`src/rtl/sync_fifo_lvl.sv`:
```
// ============================================================================
//  Module   : sync_fifo_lvl
//  Brief    : Single-clock FWFT FIFO with fill level, almost-full/empty
//             thresholds, synchronous flush and optional sticky error flags
//             (built only when SYNC_FIFO_LVL_ERR_EN is defined).
//  Revision : 1.0 - initial release
// ============================================================================
`default_nettype none

module sync_fifo_lvl #(
    parameter int FD  = 16,
    parameter int DW  = 32,
    parameter int AFT = FD - 2,
    parameter int AET = 1,
    localparam int LW = $clog2(FD + 1)
) (
    input  logic          clk,
    input  logic          rst,
    input  logic [DW-1:0] fifo_in,
    input  logic          fifo_wr_en,
    input  logic          fifo_rd_en,
    input  logic          fifo_flush,
    input  logic          fifo_err_clr,
    output logic [DW-1:0] fifo_out,
    output logic          fifo_full,
    output logic          fifo_empty,
    output logic          fifo_almost_full,
    output logic          fifo_almost_empty,
    output logic [LW-1:0] fifo_level,
    output logic          fifo_ovf,
    output logic          fifo_udf
);

    localparam int PW = $clog2(FD);

    logic [DW-1:0] r_mem [FD];
    logic [PW-1:0] r_wp;
    logic [PW-1:0] r_rp;
    logic [LW-1:0] r_level;

    logic w_wr_ok;
    logic w_rd_ok;

    // Status flags decode from the level register only.
    assign fifo_level        = r_level;
    assign fifo_full         = (r_level == LW'(FD));
    assign fifo_empty        = (r_level == '0);
    assign fifo_almost_full  = (r_level >= LW'(AFT));
    assign fifo_almost_empty = (r_level <= LW'(AET));
    assign fifo_out          = r_mem[r_rp];

    // A write at full is allowed only because the paired read frees a slot.
    assign w_rd_ok = fifo_rd_en && !fifo_empty;
    assign w_wr_ok = fifo_wr_en && (!fifo_full || fifo_rd_en);

    always_ff @(posedge clk) begin
        if (!rst && !fifo_flush && w_wr_ok) begin
            r_mem[r_wp] <= fifo_in;
        end
    end

    always_ff @(posedge clk) begin
        if (rst || fifo_flush) begin
            r_wp    <= '0;
            r_rp    <= '0;
            r_level <= '0;
        end else begin
            if (w_wr_ok) begin
                r_wp <= (r_wp == PW'(FD - 1)) ? '0 : r_wp + PW'(1);
            end
            if (w_rd_ok) begin
                r_rp <= (r_rp == PW'(FD - 1)) ? '0 : r_rp + PW'(1);
            end
            case ({w_wr_ok, w_rd_ok})
                2'b10:   r_level <= r_level + LW'(1);
                2'b01:   r_level <= r_level - LW'(1);
                default: r_level <= r_level;
            endcase
        end
    end

`ifdef SYNC_FIFO_LVL_ERR_EN
    logic r_ovf;
    logic r_udf;
    logic w_ovf_set;
    logic w_udf_set;

    // Requests swallowed by a flush are not errors.
    assign w_ovf_set = fifo_wr_en && !w_wr_ok && !fifo_flush;
    assign w_udf_set = fifo_rd_en && fifo_empty && !fifo_flush;

    always_ff @(posedge clk) begin
        if (rst) begin
            r_ovf <= 1'b0;
            r_udf <= 1'b0;
        end else begin
            if (w_ovf_set) begin
                r_ovf <= 1'b1;
            end else if (fifo_err_clr) begin
                r_ovf <= 1'b0;
            end
            if (w_udf_set) begin
                r_udf <= 1'b1;
            end else if (fifo_err_clr) begin
                r_udf <= 1'b0;
            end
        end
    end

    assign fifo_ovf = r_ovf;
    assign fifo_udf = r_udf;
`else
    logic w_unused_err_clr;

    assign w_unused_err_clr = fifo_err_clr;
    assign fifo_ovf         = 1'b0;
    assign fifo_udf         = 1'b0;
`endif

endmodule

`default_nettype wire

```
`config.mk`:
```
export PLATFORM = sky130hd
export DESIGN_NAME = sync_fifo_lvl
export DESIGN_NICKNAME = d
export VERILOG_FILES = /design/src/rtl/sync_fifo_lvl.sv
export SDC_FILE = /design/constraint.sdc
export NUM_CORES = 1
export LEC_CHECK = 0
export ABC_AREA = 0
export BUFFER_PORTS_ARGS = -buffer_cell sky130_fd_sc_hd__clkbuf_2
export CAP_MARGIN = 10
export CORE_MARGIN = 2
export CORE_UTILIZATION = 35
export DETAILED_ROUTE_END_ITERATION = 16
export GPL_TIMING_DRIVEN = 0
export PLACE_DENSITY = 0.56
export SLEW_MARGIN = 10
export SYNTH_ARGS = -nofsm -noshare
export SYNTH_HDL_FRONTEND = slang
export SYNTH_SLANG_ARGS = --single-unit
```
`constraint.sdc`:
```
create_clock -name clk -period 6.2 [get_ports clk]
set_clock_uncertainty 0.2 [all_clocks]
set_input_delay 0.31 -clock clk [delete_from_list [all_inputs] [get_ports clk]]
set_output_delay 0.31 -clock clk [all_outputs]
set_load 0.05 [all_outputs]
```
### Yosys cells after proc, flatten, opt, wreduce, memory -nomap -nowiden

Memories as Yosys holds them, arrays and structs flattened. A register that Yosys moved wholly into a read port is not among the register bits.
Cells that the tools add are included.

* muxes and demuxes: 7
* order comparisons: 2
* add/subtract/negate cells: 4
* reductions and logical operators: 12
* equality and inequality tests: 5

Operators with widths (number)
* $mux W4: 4
* $pmux W5 S2: 1
* $add A4 B1 Y4 const B: 2
* $eq A4 B4 Y1 const B: 2
* $add A5 B1 Y5 const B: 1
* $eq A5 B5 Y1 const B: 1
* $ge A5 B4 Y1 const B: 1
* $le A5 B1 Y1 const B: 1
* $logic_not A5 Y1: 1
* $sub A5 B1 Y5 const B: 1
* $logic_and A1 B1 Y1: 4
* $logic_not A1 Y1: 4
* $eq A2 B1 Y1 const B: 1
* $eq A2 B2 Y1 const B: 1
* $logic_or A1 B1 Y1: 2
* $mux W1: 2
* $reduce_bool A2 Y1: 1

* flip-flop bits (word level): 13
* memory bits (writable): 512
* word-level logic and storage cells: 34
* input bits: 38
* memories kept: 1

Memories
* r_mem: depth 16, bits a word 32, read ports 1, clocked after Yosys merged registers in 1, write ports 1, line 36 `logic [DW-1:0] r_mem [FD];`

### Logic depth before layout (Yosys ltp)

* depth after elaboration: 7
* depth in mapped cells: 10

### Worst setup path before layout

Ideal clock, no wire load.

* kind: reg2reg
* start point: register r_level[0], in the netlist fifo_level[0]
* end point: memory r_mem[12][0] (enable)
* path buffers: 0
* data arrival time: 2.961 ns
* cell stages (with the launch flop): 7
* required time: 5.579 ns
* setup slack: 2.617 ns
* path through: dfxtp_1 > inv_1 > ha_1 > nand4bb_1 > o21a_1 > nand2_1 > nor2_1

* word-level cells in the longest chain between the ends: 7

RTL lines
* start, declared: line 39 `logic [LW-1:0] r_level;`
* start signal, assigned: line 75 `2'b10: r_level <= r_level + LW'(1);`
* start signal, assigned: line 76 `2'b01: r_level <= r_level - LW'(1);`
* start signal, assigned: line 77 `default: r_level <= r_level;`
* $eq A5 B5 Y1: line 46 `assign fifo_full = (r_level == LW'(FD));`
* $logic_not A1 Y1: line 54 `assign w_wr_ok = fifo_wr_en && (!fifo_full || fifo_rd_en);`
* $logic_or A1 B1 Y1: line 54
* $logic_and A1 B1 Y1: line 54
* $logic_and A1 B1 Y1: line 57 `if (!rst && !fifo_flush && w_wr_ok) begin`
* $mux W1: line 57
* $mux W1 (implied by the code): line 58 `r_mem[r_wp] <= fifo_in;`
* end, declared: line 36

Every way passes these cells.

==> results.md <==
* Slew Limit Fails at 0
* Worst Setup Path Type: reg2out
* Fmax at roughly 0.28 GHz
* Overall power at roughly 7.2 mW
* Synth top area cells: edfxtp_1 77%, mux4_2 14%, a22oi_1 2.4%
* Dpl cells at roughly 1800
* CP Capture Type: output pin
* Die span in x at between 200 and 250 um
* FILL cells at 5028
* Outcome: completed
* Initial antenna violation count at 1
* GP Congestion at 0.7121
* RSZ-0062 raised after global routing: false
* First-pass GRT wire length at 67270 um
* ANT cells at 0
* CTS sink count at between 500 and 600
* Fraction of registers with async set/reset at 0%
* Initial DRC Count at 865
* Core Area at roughly 57000 um^2
* Fin crit period at 3.630 ns
* Post-CTS Setup Bufs at 0
* Wire length per cell at around 24 um
* Skew-Pair Late Insertion Delay at 0.59 ns
* Peak supply drop at 0.1773 mV
* DR pass1 iterations at 5
* H-tree levels at 2
* Final worst path period share at 58.55%
* Setup tns final at 0 ns
* CTS tree: built
* Sequential element share of the synthesized area at 78.27%
* Post-DP HPWL at roughly 28000 um
* Largest net degree at the start of global routing at 20
* CTS Buf Count at between 50 and 60
* Starting density of the core at 35.47%
* Util after Layout at 42.09%
* Most used DFF post-synth: edfxtp_1
* Net count, final at 1141
* Ys Warns at 0
* Share of cells above drive strength 1 at 28.57%
* Most frequent cells after synthesis: 512 x edfxtp_1, 128 x mux4_2, 64 x a22oi_1, 43 x nand2_1, 24 x nor2_1
* Synth top area share at 76.58%
* Die area at 59290 um^2
* CTS root buffer: clkbuf_16
* Worst min path class: reg2reg
* Overall Global Routing Usage at approximately 15%
* Max-Cap Viols at 0
* Netlist cell types at 36
* Final setup vio count at 0
* Port Buf Inserts at 77
* # hold bufs at CTS at 37
* Post-synth EDFFs at 512
* Avg Inst Size Synth at approximately 22 um^2
* Vias in the first global route at 10180
* Worst-path maximum fanout at 10
* Register bit total from synthesis at 529
* Final hold vios at 0
* Startpoint Class: flip-flop
* Clk buf depth at 3
* Post-CTS Resized at 0
* Crit path arrival time at 3.12 ns
* DRC viols at 0
* Io pins at slightly above 80
* Leak Pwr at 7.376 nW
* Power per Cell Area at 300.3 nW/um^2
* Routed vias at around 9700
* Final WL at 45540 um
* Area grow syn2layout at 18.67%
* Worst-path clk slew at around 0.060 ns
* Final Instance Count excl. Fillers at 1890
* Sequential Area at 15720 um^2
* Post-DR vias/cell at slightly above 5
* Post-Syn Area at 20080 um^2
* Grt ovf at 0
* Worst EP required at between 5 and 6 ns
* Cells after synthesis at 905
* Multi-input logic area at 4223 um^2
* Synth area leader: edfxtp_1
* Die height at 243.5 um
* ANT nets after route at 0
* Count leader, synth: edfxtp_1
* Tightest Pin Transition at 0.9922 ns
* Fin Hold WS at 0.3092 ns
* Rel. slew slack at approximately 34%
* Site row count at 87
[routing by layer]
metal | track usage (%) | share of wire, % | vias up
met4 | 4.232 | 2.1 | 2
li1 | - | - | 4195
met5 | 0 | 0.024 | -
met2 | 25.08 | 49 | 269
met3 | 2.721 | 5.2 | 68
met1 | 21.50 | 44 | 5159
[worst max-delay path, cell delays in order (launching register included)]
cell and delay (ns):
dfxtp_1 0.37, buf_2 0.33, buf_1 0.72, mux4_2 0.43
a22oi_1 0.21, nand2_1 0.19, clkbuf_2 0.29
[final timing paths]
kind                             to  cells past startpoint                  startpoint  slack [ns]
min            r_rp[1]$_SDFFE_PP0N_                      2        r_rp[1]$_SDFFE_PP0N_        0.31
max reg2reg  r_mem[4][18]$_DFFE_PP_                      7  fifo_level[0]$_SDFFE_PP0P_        3.18
min reg2reg    r_rp[1]$_SDFFE_PP0N_                      2        r_rp[1]$_SDFFE_PP0N_        0.31
max                    fifo_out[28]                      6                   flip-flop        2.57
[layout make-up]
class	instances	area share (%)
sequential	529	65.96
clock inverter	23	0.5357
buffer	47	0.9611
clock buffer	75	6.092
multi-input combinational	321	17.72
tap	756	3.970
inverter	9	0.1418
timing repair buffer	130	4.611
[report_power, final]
part	internal, mW	switching (mW)	total [mW]
registers	3.93	0.00537	3.93
logic	0.0959	0.174	0.270
clock network	1.66	1.29	2.95
[sequential cells by signal, summed over array words and instances (netlist names), named ones only]
| name | count |
|---|---|
| r_wp | 4 |
| fifo_level | 5 |
| r_mem | 512 |
| r_rp | 4 |
[metrics by stage]
stage                     setup WS [ns]  instance area [um^2]
after global routing              2.433                 23820
after global placement            1.007                 21410
final                             2.570                 23820
after floorplan                   2.617                 20080
after CTS                         2.542                 23820
after detailed placement          3.174                 21870
[cells by family after synthesis]
logic type | count (synthesis) | synth area share (%)
flops | 529 | 78.27
simple gates | 90 | 2.063
buf+inv | 56 | 1.309
compound gates | 83 | 2.979
fa+ha+maj | 11 | 0.6855
xor+xnor | 6 | 0.2618
mux | 129 | 14.41
other cells | 1 | 0.01868
[layout by cell type, fill, tap and decap left out, drive strengths merged, types with 2 or more instances in the layout]
cell,instances
a21oi,10
a22oi,64
buf,45
clkbuf,170
clkinv,21
conb,2
dfxtp,17
dlygate4sd3,37
edfxtp,512
ha,11
inv,10
mux4,128
nand2,43
nand3,7
nand4b,2
nand4bb,2
nor2,24
nor2b,2
o211ai,2
o21ai,2
or3,3
or4b,2
xnor2,3
xor2,3
(Power assumes the default switching activity.)
